===== config.mk =====
export PLATFORM = sky130hd
export DESIGN_NAME = usb_tx_encoder
export DESIGN_NICKNAME = d
export VERILOG_FILES = /design/src/rtl/usb_tx_pkg.sv /design/src/rtl/usb_tx_nrzi.sv /design/src/rtl/usb_tx_encoder.sv
export SDC_FILE = /design/constraint.sdc
export NUM_CORES = 1
export LEC_CHECK = 0
export ABC_AREA = 1
export CAP_MARGIN = 10
export CELL_PAD_IN_SITES_DETAIL_PLACEMENT = 0
export CELL_PAD_IN_SITES_GLOBAL_PLACEMENT = 1
export CORE_AREA = 2 2 71 73
export DETAILED_ROUTE_END_ITERATION = 10
export DIE_AREA = 0 0 73 75
export PLACE_DENSITY_LB_ADDON = 0.08
export SLEW_MARGIN = 20
export SYNTH_ARGS = -nofsm -noshare
export SYNTH_HDL_FRONTEND = slang
export SYNTH_SLANG_ARGS = --single-unit

===== constraint.sdc =====
create_clock -name clk -period 1.7 [get_ports clk]
set_input_delay 0.17 -clock clk [delete_from_list [all_inputs] [get_ports clk]]
set_output_delay 0.17 -clock clk [all_outputs]
set_load 0.01 [all_outputs]

===== src/rtl/usb_tx_pkg.sv =====
// usb_tx_pkg: shared FSM states, stuffing/EOP limits and line-state encodings for the USB transmitter
package usb_tx_pkg;

    typedef enum logic [2:0] {
        ST_IDLE,
        ST_DATA,
        ST_STUFF,
        ST_EOP_SE0A,
        ST_EOP_SE0B,
        ST_EOP_J
    } tx_state_t;

    localparam int STUFF_LIMIT  = 6;
    localparam int EOP_SE0_BITS = 2;

    // Line states as {dp, dm}
    localparam logic [1:0] LINE_J   = 2'b10;
    localparam logic [1:0] LINE_K   = 2'b01;
    localparam logic [1:0] LINE_SE0 = 2'b00;

    function automatic logic is_eop(tx_state_t s);
        return s inside {ST_EOP_SE0A, ST_EOP_SE0B, ST_EOP_J};
    endfunction

endpackage


===== src/rtl/usb_tx_nrzi.sv =====
// usb_tx_nrzi: NRZI encoder and registered D+/D- drive; a 0 toggles J/K, a 1 holds the line
module usb_tx_nrzi
    import usb_tx_pkg::*;
(
    input  logic clk,
    input  logic n_rst,
    input  logic data_bit,
    input  logic bit_en,
    input  logic se0,
    input  logic idle,
    output logic dp,
    output logic dm
);

    logic lvl_j;
    logic next_j;

    assign next_j = lvl_j ^ ~data_bit;

    // Line advances once per bit time; idle forces J and re-arms the NRZI level for the next packet
    always_ff @(posedge clk or negedge n_rst) begin
        if (!n_rst) begin
            lvl_j    <= 1'b1;
            {dp, dm} <= LINE_J;
        end else if (bit_en) begin
            if (idle) begin
                lvl_j    <= 1'b1;
                {dp, dm} <= LINE_J;
            end else if (se0) begin
                {dp, dm} <= LINE_SE0;
            end else begin
                lvl_j    <= next_j;
                {dp, dm} <= next_j ? LINE_J : LINE_K;
            end
        end
    end

endmodule


===== src/rtl/usb_tx_encoder.sv =====
// usb_tx_encoder: byte stream to USB full-speed line encoder with bit stuffing, NRZI and EOP generation
module usb_tx_encoder
    import usb_tx_pkg::*;
(
    input  logic       clk,
    input  logic       n_rst,
    input  logic       bit_en,
    input  logic [7:0] tx_data,
    input  logic       tx_valid,
    input  logic       tx_last,
    output logic       tx_ready,
    output logic       dp_out,
    output logic       dm_out,
    output logic       tx_oe,
    output logic       underrun
);

    tx_state_t  state, state_n;
    logic [7:0] sh, sh_n, hold_data;
    logic [2:0] idx, idx_n, ones, ones_n;
    logic       cur_last, last_n, hold_full, hold_full_n, hold_last;
    logic       accept, consume, send, nxt, oe_n, urun_n;
    logic       data_bit, se0, idle;

    assign accept      = tx_valid && tx_ready;
    assign hold_full_n = accept || (hold_full && !consume);

    // Next-state and line-drive decision; the current bit is sh[idx], ones counts the trailing run of 1s
    always_comb begin
        state_n  = state;
        sh_n     = sh;
        idx_n    = idx;
        ones_n   = ones;
        last_n   = cur_last;
        oe_n     = tx_oe;
        urun_n   = 1'b0;
        consume  = 1'b0;
        send     = 1'b0;
        nxt      = sh[idx + 3'd1];
        data_bit = 1'b1;
        se0      = 1'b0;
        idle     = 1'b0;
        if (bit_en) begin
            case (state)
                ST_IDLE: begin
                    idle    = !hold_full;
                    consume = hold_full;
                end
                ST_DATA, ST_STUFF: begin
                    if (state == ST_DATA && ones == 3'(STUFF_LIMIT)) begin
                        state_n = ST_STUFF;
                        send    = 1'b1;
                        nxt     = 1'b0;
                    end else if (idx != 3'd7) begin
                        state_n = ST_DATA;
                        send    = 1'b1;
                        idx_n   = idx + 3'd1;
                    end else if (cur_last || !hold_full) begin
                        state_n = ST_EOP_SE0A;
                        se0     = 1'b1;
                        ones_n  = 3'd0;
                        urun_n  = !cur_last;
                    end else begin
                        consume = 1'b1;
                    end
                end
                ST_EOP_SE0A: begin
                    state_n = (EOP_SE0_BITS > 1) ? ST_EOP_SE0B : ST_EOP_J;
                    se0     = 1'b1;
                end
                ST_EOP_SE0B: begin
                    state_n = ST_EOP_J;
                    idle    = 1'b1;
                end
                ST_EOP_J: begin
                    state_n = ST_IDLE;
                    idle    = 1'b1;
                    oe_n    = 1'b0;
                end
                default: begin
                    state_n = ST_IDLE;
                    idle    = 1'b1;
                    oe_n    = 1'b0;
                end
            endcase
            if (consume) begin
                state_n = ST_DATA;
                sh_n    = hold_data;
                idx_n   = 3'd0;
                last_n  = hold_last;
                oe_n    = 1'b1;
                send    = 1'b1;
                nxt     = hold_data[0];
            end
            if (send) begin
                data_bit = nxt;
                ones_n   = nxt ? ones + 3'd1 : 3'd0;
            end
        end
    end

    // One-entry holding register between the byte handshake and the bit-time shifter
    always_ff @(posedge clk or negedge n_rst) begin
        if (!n_rst) begin
            hold_full <= 1'b0;
            hold_data <= 8'h00;
            hold_last <= 1'b0;
        end else begin
            hold_full <= hold_full_n;
            if (accept) begin
                hold_data <= tx_data;
                hold_last <= tx_last;
            end
        end
    end

    // FSM, shifter and registered control outputs; tx_ready is precomputed from next-cycle state
    always_ff @(posedge clk or negedge n_rst) begin
        if (!n_rst) begin
            state    <= ST_IDLE;
            sh       <= 8'h00;
            idx      <= 3'd0;
            ones     <= 3'd0;
            cur_last <= 1'b0;
            tx_oe    <= 1'b0;
            underrun <= 1'b0;
            tx_ready <= 1'b1;
        end else begin
            state    <= state_n;
            sh       <= sh_n;
            idx      <= idx_n;
            ones     <= ones_n;
            cur_last <= last_n;
            tx_oe    <= oe_n;
            underrun <= urun_n;
            tx_ready <= !hold_full_n && !is_eop(state_n);
        end
    end

    usb_tx_nrzi u_nrzi (
        .clk      (clk),
        .n_rst    (n_rst),
        .data_bit (data_bit),
        .bit_en   (bit_en),
        .se0      (se0),
        .idle     (idle),
        .dp       (dp_out),
        .dm       (dm_out)
    );

endmodule


==> results of run 1 <==
## routing by layer
layer  vias up  wire length, µm  global-route usage (%)
met1       693             1544                   17.62
met2        23             1946                   25.53
li1        720                -                       -
met4         0               94                   6.996
met3         9              115                   4.150
met5         -                0                       0
## sequential cells by signal, indices dropped and copies added (netlist names), 3 cells and up
signal     count
hold_data      8
sh             8
idx            3
ones           3
state          3
## cells in the mapped netlist
| cell type | n |
|---|---|
| mux2_2 | 8 |
| a21oi_1 | 7 |
| dfrtp_1 | 31 |
| nand3b_1 | 1 |
| nand2_4 | 2 |
| a21boi_2 | 1 |
| nor4_1 | 1 |
| nand2_2 | 2 |
| xor2_1 | 1 |
| nor3_1 | 2 |
| clkbuf_2 | 1 |
| nor2_1 | 10 |
| nand2_1 | 49 |
| inv_2 | 1 |
| nor2_4 | 1 |
| nor2_2 | 1 |
| nand3_1 | 24 |
| dfstp_2 | 3 |
| o21ai_0 | 6 |
| o31ai_1 | 1 |
| inv_1 | 25 |
| o21ai_1 | 8 |
| buf_4 | 1 |
| nand3_2 | 4 |
| ha_1 | 5 |
| clkbuf_1 | 1 |
## per-stage QoR
| step | setup TNS [ps] | hold WS (ps) | setup slack (ps) | utilization, % | area, µm² |
|---|---|---|---|---|---|
| after detailed placement | -68.12 | 465.9 | -17.89 | 42.93 | 2001 |
| after global placement | -1.456 | 466.8 | -1.456 | 42.93 | 2001 |
| after global routing | -261.3 | 333.0 | -57.26 | 50.60 | 2359 |
| final | 0 | 283.5 | 41.46 | 50.60 | 2359 |
| after CTS | 0 | 305.4 | 4.814 | 46.20 | 2153 |
| after floorplan | 0 | -125.6 | 48.19 | - | 1712 |
## power breakdown
| part | total, mW | switching [mW] | internal (mW) | leakage, nW |
|---|---|---|---|---|
| sequential | 1.41 | 0.230 | 1.18 | 0.402 |
| combinational | 1.86 | 1.01 | 0.850 | 0.669 |
| clock | 0.610 | 0.284 | 0.327 | 0.0482 |
| total | 3.89 | 1.53 | 2.36 | 1.12 |
## cell families after synthesis
family	after synthesis	synth area share, %
xor gates and xnor gates	1	0.5118
adders and majority gates	5	3.655
DFF	34	49.93
AOI/OAI and AO/OA	23	7.237
muxes	8	5.263
and+or+nand+nor	97	26.76
buffers and inverters	29	6.652
## critical path, delay by kind of cell, from the launching register on
family	cells	cell delay [ps]
AND/OR/NAND/NOR	4	420
adder cells (fa/ha/maj)	2	300
buffers and inverters	4	360
flip-flops	1	390
AO/OA/AOI/OAI	1	80
## timing repair
item / 4_1_cts / 5_1_grt
hold endpoints to repair: 0 / 0
resized for setup: 7 / 38
setup endpoints to repair: 6 / 19
pin swaps: 5 / 14
buffers inserted: 3 / 9
## cell type report
cell class | count | area share, %
multi-input combinational | 134 | 38.41
sequential | 34 | 36.34
timing repair buffer | 38 | 14.06
inverter | 26 | 4.456
clock buffer | 7 | 3.660
tap | 54 | 2.865
clock inverter | 1 | 0.2122
## final timing paths
path,start,end,slack (ps),cells after the start
min reg2reg,u_nrzi.dm,u_nrzi.dm,480,2
min in group clk,tx_data[2],hold_data[2],460,3
max in group asynchronous,n_rst,tx_ready,1060,2
max,idx[1],idx[2],40,11
max reg2reg,idx[1],idx[2],40,11
min,n_rst,u_nrzi.dm,280,2
==> flow_metrics.py, run 1 <==
metrics = {
    "synthesis": {
        "yosysSeqAreaShare_pct": 49.93,
        "synth_top_area_share_pct": 45.32,
        "syn_area_um2": 1712,
        "synth.avg_cell_area_um2": 8.689,
        "ys_types": 26,
        "syn_nets": 215,
        "yosys_warnings": 0,
        "synth_top_cell_by_area": "dfrtp_1",
        "ys_ff_latch": 34,
        "synthTopCellsByArea": "dfrtp_1 (45%), nand2_1 (11%), nand3_1 (7.0%)",
        "syn_inst": 197,
    },
    "global_route": {
        "grt_overflow_total": 0,
        "grt_max_degree": 35,
        "grt_pass1_vias": 1416,
        "grt_pass1_wl_mm": 6.196,
        "track_usage_pct": 14.99,
        "antenna_found_initial": 0,
    },
    "clock_tree": {
        "htree_levels": 2,
        "cts_root_buf": "clkbuf_8",
        "cts.sinks": 34,
        "cts_buffers": 5,
        "postCtsHoldBufs": 0,
        "clk_latency_ps": 280,
        "cts_buffer_depth": 2,
        "cts_tree": "done",
        "clk_pin_slew_worst_paths_ps": 70,
    },
    "power": {
        "p_total_mw": 3.887,
        "p_per_area_nw_per_um2": 1648,
        "leakage_nw": 1.119,
        "vdd_drop_max_v": 0.0006278,
    },
    "flow_run": {
        "cap_violations": 0,
    },
    "timing": {
        "setup_violations": 0,
        "rsz0062_at_grt": "true",
        "fin_crit_sh_pct": 97.56,
        "fmax_ghz": 0.6029,
        "fin_crit_ps": 1659,
        "maxSlewHeadroom_pct": 70.27,
        "worstMarginPinSlew_ps": 445.9,
        "report.final.hold_viol_count": 0,
        "maxSlewViolCount": 0,
        "clock-skew-final_ps": 4.804,
    },
    "finish": {
        "multi_input_area_um2": 905.9,
        "antennaDiodeCount": 0,
        "seqCellArea_um2": 857.1,
        "drive_gt1_share_pct": 32.08,
        "fillers": 433,
        "fin_cells": 294,
        "layout_common_cells": "nand2_1 (41), dfrtp_1 (29), inv_1 (20), buf_4 (20), nand3_1 (19)",
        "final_nets": 257,
        "area_growth_pct": 37.79,
        "layout.cells.most_common": "nand2_1",
    },
    "route": {
        "drc": 0,
        "drtAntennaViolNets": 0,
        "firstDrtPassIters": 5,
        "vias": 1445,
        "wirelength_mm": 3.701,
        "dr.first_iter.drc_count": 75,
        "post_drt_wl_per_cell_um": 12.59,
        "post_drt_via_cell_ratio": 4.915,
    },
    "min_path": {
        "hold_path.class": "input pin to async pin",
    },
    "floorplan": {
        "design.die.area_um2": 5475,
        "die_w_um": 73,
        "die_y_um": 75,
        "start_util_pct": 36.72,
        "core_region_area_um2": 4661,
        "ios": 18,
        "num_rows": 25,
    },
    "worst_setup_path": {
        "arrival_ps": 1820,
        "crit_slowest_cell": "dfrtp_1",
        "crit_chain": "ha_4 > ha_4 > inv_4 > nor2_4 > nand3_4 > nand2_8 > inv_6 > buf_4 > buf_4 > nand2_2 > o21ai_0",
        "worst_setup_path_end_kind": "register",
        "crit_required_ps": 1860,
        "path_class": "register to register",
        "startpoint_type": "register",
        "cp_max_fo": 5,
        "cpPeakStageDelay_ps": 390,
    },
    "status": {
        "status": "completed",
    },
    "place": {
        "place.gp.congestion": 0.8971,
        "numPortBuffers": 17,
        "hpwl_mm": 2.633,
        "placed_cells": 274,
    },
}
(Power assumes the default switching activity.)
==> run 2: changes to the inputs <==
--- a/config.mk
+++ b/config.mk
@@ -5,15 +5,14 @@
 export SDC_FILE = /design/constraint.sdc
 export NUM_CORES = 1
 export LEC_CHECK = 0
-export ABC_AREA = 1
 export CAP_MARGIN = 10
 export CELL_PAD_IN_SITES_DETAIL_PLACEMENT = 0
 export CELL_PAD_IN_SITES_GLOBAL_PLACEMENT = 1
-export CORE_AREA = 2 2 71 73
+export CORE_AREA = 2 2 67 69
 export DETAILED_ROUTE_END_ITERATION = 10
-export DIE_AREA = 0 0 73 75
+export DIE_AREA = 0 0 69 71
+export DONT_BUFFER_PORTS = 1
 export PLACE_DENSITY_LB_ADDON = 0.08
-export SLEW_MARGIN = 20
 export SYNTH_ARGS = -nofsm -noshare
 export SYNTH_HDL_FRONTEND = slang
 export SYNTH_SLANG_ARGS = --single-unit
==> run 2 against run 1 <==
The run now ends with setup timing left. Critical path depth shrank 2. Total power grew 15%. Final area is 4.6% higher.
==> flow_metrics.py, run 2 <==
metrics = {
    "synthesis": {
        "synthTopCellsByArea": "dfrtp_1 (44%), mux2_2 (11%), dfstp_2 (4.5%)",
        "syn_area_um2": 1764,
        "synth_most_common_cell": "dfrtp_1",
        "async_flop_share_pct": 100.0,
        "synth_edf_count": 0,
        "synth.avg_cell_area_um2": 10.96,
        "syn_inst": 161,
        "yosys_warnings": 0,
        "ys_types": 47,
        "synth_top_area_share_pct": 43.97,
        "synth_flop_cell": "dfrtp_1",
        "ys_ff_latch": 34,
        "syn_nets": 179,
        "synth_top_cell_by_area": "dfrtp_1",
        "synth_commonest_cells": "dfrtp_1 (31), mux2_2 (18), nand2_1 (10), o21ai_0 (10), nor2_1 (9)",
        "yosysSeqAreaShare_pct": 48.44,
    },
    "timing": {
        "fmax_ghz": 0.4944,
        "rsz0062_at_grt": "true",
        "fin_crit_sh_pct": 119.0,
        "maxSlewViolCount": 0,
        "setup_violations": 21,
        "layout_setup_ws_ps": -322.6,
        "report.final.hold_viol_count": 0,
        "maxSlewHeadroom_pct": 74.92,
        "fin_crit_ps": 2023,
        "worstMarginPinSlew_ps": 374.8,
        "clock-skew-final_ps": 10.78,
    },
    "power": {
        "leakage_nw": 1.077,
        "power.share.switching_pct": 36.60,
        "power.share.clock_pct": 14.1,
        "pwr-share-comb_pct": 52.9,
        "p_sw_mw": 1.639,
        "vdd_drop_max_v": 0.0009077,
        "power_frac_seq_pct": 33.0,
        "p_int_mw": 2.840,
        "p_per_area_nw_per_um2": 1816,
    },
    "route": {
        "wirelength_mm": 4.138,
        "dr.first_iter.drc_count": 97,
        "drc": 0,
        "post_drt_wl_per_cell_um": 16.16,
        "vias": 1366,
        "firstDrtPassIters": 4,
        "drtAntennaViolNets": 0,
        "post_drt_via_cell_ratio": 5.336,
    },
    "clock_tree": {
        "clk_pin_slew_worst_paths_ps": 80,
        "cts_buffer_depth": 2,
        "cts_buffers": 5,
        "clk_latency_ps": 290,
        "cts.sinks": 34,
        "cts_root_buf": "clkbuf_8",
        "htree_levels": 2,
        "cts_tree": "done",
    },
    "floorplan": {
        "num_rows": 24,
        "die_y_um": 71,
        "start_util_pct": 41.96,
        "design.die.area_um2": 4899,
        "die_w_um": 69,
        "ios": 18,
        "core_region_area_um2": 4204,
    },
    "finish": {
        "final_nets": 221,
        "layout.cells.most_common": "buf_4",
        "fin_util_pct": 58.66,
        "area_growth_pct": 39.79,
        "layout_common_cells": "buf_4 (34), dfrtp_1 (31), nand2_1 (10), mux2_2 (9), mux2_4 (9)",
        "seqCellArea_um2": 854.6,
        "multi_input_area_um2": 1072,
        "fin_cells": 256,
        "fillers": 364,
        "drive_gt1_share_pct": 49.51,
        "antennaDiodeCount": 0,
        "reg_top3": "hold_data x8, sh x8",
    },
    "global_route": {
        "track_usage_pct": 17.86,
        "grt_max_degree": 35,
        "grt_overflow_total": 0,
        "grt_pass1_vias": 1481,
        "grt_pass1_wl_mm": 7.031,
        "antenna_found_initial": 0,
    },
    "worst_setup_path": {
        "r2r_start": "idx[1]",
        "rrSetupSlack_ps": -320,
        "startpoint_type": "register",
        "arrival_ps": 2180,
        "worstRegToRegCells": 9,
        "cp_max_fo": 7,
        "crit_required_ps": 1860,
        "path_class": "register to register",
        "worst_setup_path_end_kind": "register",
        "rr_endpoint": "sh[1]",
    },
    "place": {
        "placed_cells": 231,
        "numPortBuffers": 0,
        "hpwl_mm": 2.789,
        "place.gp.congestion": 0.8492,
    },
    "min_path": {
        "whs_endpoint": "hold_data[2]",
        "hold_path.class": "input pin to register",
        "hold_path_depth": 1,
        "hp-start": "tx_data[2]",
    },
    "status": {
        "violations": "setup timing",
        "status": "complete, but fails checks",
    },
    "flow_run": {
        "cap_violations": 0,
    },
}
## run 2: cell types whose count changed after synthesis, sizes merged, moves of 4 or more
cell,previous run,this run
mux2i,0,4
nor2b,0,4
a21o,0,5
inv,26,6
nand3,28,6
buf,1,5
mux2,8,18
a21oi,7,3
nand2,53,10
## run 2: through the flow
stage	power (mW)	setup WS (ps)	hold slack (ps)	TNS [ps]	instance area [µm²]
6_report	4.479	-322.6	38.07	-4934	2466
5_1_grt	4.779	-380.4	19.15	-6469	2466
4_1_cts	4.338	-315.6	30.26	-4751	2402
3_5_place_dp	3.220	-336.2	-124.7	-4729	2051
3_3_place_gp	3.178	-313.2	-124.8	-4239	2051
2_1_floorplan	2.704	-181.7	-125.6	-1721	1828
## run 2: critical path, cell delays in order (launching register included)
cell and delay (ps):
dfrtp_1 400, ha_4 160, ha_4 130, nor2b_4 140
o211ai_1 130, buf_4 170, and2_4 140, nor2_4 160
buf_12 150, mux2_4 300
## run 2: how the worst max path moves through the flow
stage | start | endpoint | slack, ps | cells after the start
2_1_floorplan | idx[1] | u_nrzi.dp | -180 | 8
3_3_place_gp | idx[0] | cur_last | -310 | 8
3_5_place_dp | idx[0] | u_nrzi.dp | -340 | 8
4_1_cts | idx[0] | tx_ready | -320 | 8
5_1_grt | idx[1] | sh[1] | -380 | 9
6_report | idx[1] | sh[1] | -320 | 9
## run 2: logic make-up (layout without fill, tap and decap cells)
family,count (synthesis),after routing,synth area share [%]
multiplexers,22,22,13.76
AND/OR/NAND/NOR,47,47,14.68
adder cells (fa/ha/maj),5,5,3.546
AO/OA/AOI/OAI,38,38,15.25
buffers and inverters,13,56,3.333
flip-flops,34,34,48.44
XOR/XNOR,2,2,0.9931
## run 2: metal layers
| layer | vias up | GRT usage, % | wire length (µm) |
|---|---|---|---|
| met5 | - | 0 | 0 |
| met2 | 31 | 30.77 | 2166 |
| met1 | 660 | 20.62 | 1746 |
| met4 | 0 | 8.497 | 63 |
| li1 | 667 | - | - |
| met3 | 8 | 4.986 | 161 |
## run 2: timing repair
item / CTS / global route
pin swaps: 17 / 11
resized for setup: 25 / 15
setup endpoints to repair: 21 / 22
buffers inserted: 12 / 4
hold endpoints to repair: 35 / 0
hold buffers: 3 / 0
## run 2: final cells by class
type | instances | area share (%)
sequential | 34 | 34.65
clock inverter | 1 | 0.2029
inverter | 6 | 0.9132
multi-input combinational | 114 | 43.48
timing repair buffer | 42 | 14.61
tap | 52 | 2.638
clock buffer | 7 | 3.501
## run 2: power by group through the flow
stage	Clock [mW]	Combinational (mW)	Sequential [mW]
floorplan	0	1.30	1.40
global placement	0	1.71	1.46
detailed placement	0	1.74	1.48
CTS	0.650	2.21	1.48
global route	0.692	2.57	1.52
finish	0.630	2.37	1.48
==> run 3: changes to the inputs <==
--- a/config.mk
+++ b/config.mk
@@ -12,6 +12,7 @@
 export DETAILED_ROUTE_END_ITERATION = 10
 export DIE_AREA = 0 0 69 71
 export DONT_BUFFER_PORTS = 1
+export HOLD_SLACK_MARGIN = 0.15
 export PLACE_DENSITY_LB_ADDON = 0.08
 export SYNTH_ARGS = -nofsm -noshare
 export SYNTH_HDL_FRONTEND = slang
==> run 3 against run 2 <==
Critical path type unchanged. Maximum frequency about the same. The flow still finishes with violations (setup timing). Largest cell class unchanged. Total power up 0.45%. Highest routed layer unchanged. Clock skew down 0.52 ps. Hold slack better by 160 ps. Critical endpoint unchanged.
==> flow_metrics.py, run 3 (synthesized netlist as in run 2, its figures left out) <==
metrics = {
    "status": {
        "status": "complete, but fails checks",
        "violations": "setup timing",
    },
    "route": {
        "drc": 0,
        "firstDrtPassIters": 4,
        "post_drt_wl_per_cell_um": 15.75,
        "wirelength_mm": 4.190,
        "post_drt_via_cell_ratio": 5.301,
        "vias": 1410,
        "dr.first_iter.drc_count": 94,
        "drtAntennaViolNets": 0,
    },
    "worst_setup_path": {
        "worstRegToRegCells": 9,
        "critical_path.most_common_cell": "ha_4",
        "worst_setup_path_end_kind": "register",
        "cp_max_fo": 7,
        "cpPeakStageDelay_ps": 400,
        "crit_chain": "ha_4 > ha_4 > nor2b_4 > o211ai_1 > buf_4 > and2_4 > nor2_4 > buf_12 > mux2_4",
        "crit_slowest_cell": "dfrtp_1",
        "startpoint_type": "register",
        "crit_required_ps": 1860,
        "crit_buf_inv": 2,
        "r2r_start": "idx[1]",
        "arrival_ps": 2180,
        "rrSetupSlack_ps": -320,
        "rr_endpoint": "sh[1]",
        "cp_top_family": "simple AND/OR/NAND/NOR gates",
        "path_class": "register to register",
    },
    "power": {
        "leakage_nw": 1.119,
        "vdd_drop_max_v": 0.0009078,
        "p_per_area_nw_per_um2": 1753,
    },
    "finish": {
        "area_growth_pct": 45.46,
        "layout_common_cells": "buf_4 (34), dfrtp_1 (31), dlygate4sd3_1 (12), nand2_1 (10)",
        "reg_top3": "hold_data x8, sh x8",
        "fillers": 360,
        "drive_gt1_share_pct": 47.20,
        "final_nets": 231,
        "layout.cells.most_common": "buf_4",
        "antennaDiodeCount": 0,
    },
    "timing": {
        "layout_setup_ws_ps": -322.5,
        "setup_violations": 21,
        "fmax_ghz": 0.4944,
        "clock-skew-final_ps": 10.25,
        "rsz0062_at_grt": "true",
        "worstMarginPinSlew_ps": 369.2,
        "report.final.hold_viol_count": 0,
        "maxSlewViolCount": 0,
        "final.setup.tns_ps": -4977,
        "fin_crit_sh_pct": 119.0,
        "fin_crit_ps": 2023,
        "maxSlewHeadroom_pct": 75.29,
    },
    "clock_tree": {
        "cts_buffer_depth": 2,
        "cts_tree": "done",
        "cts.sinks": 34,
        "clk_latency_ps": 290,
        "clk_pin_slew_worst_paths_ps": 80,
        "cts_root_buf": "clkbuf_8",
        "cts_buffers": 5,
        "htree_levels": 2,
    },
    "global_route": {
        "track_usage_pct": 18.11,
        "grt_overflow_total": 0,
        "grt_pass1_vias": 1521,
        "grt_max_degree": 35,
        "grt_pass1_wl_mm": 7.127,
        "antenna_found_initial": 0,
    },
    "floorplan": {
        "ios": 18,
        "num_rows": 24,
        "core_region_area_um2": 4204,
        "design.die.area_um2": 4899,
        "die_w_um": 69,
        "start_util_pct": 41.96,
        "die_y_um": 71,
    },
    "min_path": {
        "hold_path_depth": 3,
        "whs_endpoint": "underrun",
        "hold_path.class": "input pin to register",
        "hp-start": "bit_en",
    },
    "place": {
        "numPortBuffers": 0,
        "post-place-ws_ps": -336.2,
        "place.gp.congestion": 0.8492,
        "hpwl_mm": 2.789,
    },
    "flow_run": {
        "cap_violations": 0,
    },
}
run 3: cell types whose count changed in the layout (fill, tap and decap cells not counted):
| cell | change |
|---|---|
| dlygate4sd3_1 | +10 |
run 3: worst max-delay path by stage:
| stage | start | endpoint | cells after the start |
|---|---|---|---|
| final | idx[1] | sh[1] | 9 |
| after global routing | idx[1] | sh[1] | 9 |
| after CTS | idx[0] | tx_ready | 8 |
| after detailed placement | idx[0] | u_nrzi.dp | 8 |
| after global placement | idx[0] | cur_last | 8 |
| after floorplan | idx[1] | u_nrzi.dp | 8 |
run 3: final cells by class:
cell class	instances	area (µm²)	share of cell area [%]
Clock buffer	7	86.33	3.364
Clock inverter	1	5.005	0.1950
Timing Repair Buffer	52	460.4	17.94
Inverter	6	22.52	0.8776
Multi-Input combinational cell	114	1072	41.78
Sequential cell	34	854.6	33.30
Tap cell	52	65.06	2.535
run 3: worst min-delay path, stage by stage:
cell and delay (ps):
nand2b_1 110, buf_4 130, nor4_1 40
run 3: report_power, final:
group	total (mW)	switching [mW]	leakage (nW)	internal, mW
Sequential	1.48	0.286	0.409	1.19
Clock	0.632	0.305	0.0482	0.327
Combinational	2.39	1.05	0.661	1.34
run 3: repair_timing:
item                                    CTS  global route
pin swaps                                17            11
endpoints found under the setup margin   21            22
setup buffers                            12             4
gates resized for setup                  25            15
hold buffers                             13             0
endpoints found under the hold margin    51             0
run 3: per-layer routing:
layer	up-vias	GRT usage [%]	wire [µm]
met2	30	31.62	2197
met4	0	8.715	86
met5	-	0	0
li1	687	-	-
met3	10	4.986	151
met1	683	20.53	1755
run 3: stage by stage:
stage               power (mW)  area [µm²]  util, %  hold slack [ps]  instances
global route             4.802        2566    61.04            247.6        266
detailed placement       3.220        2051    48.78           -124.7        231
floorplan                2.704        1828        -           -125.6        161
global placement         3.178        2051    48.78           -124.8        231
finish                   4.499        2566    61.04            197.3        266
CTS                      4.357        2502    59.52            197.2        264
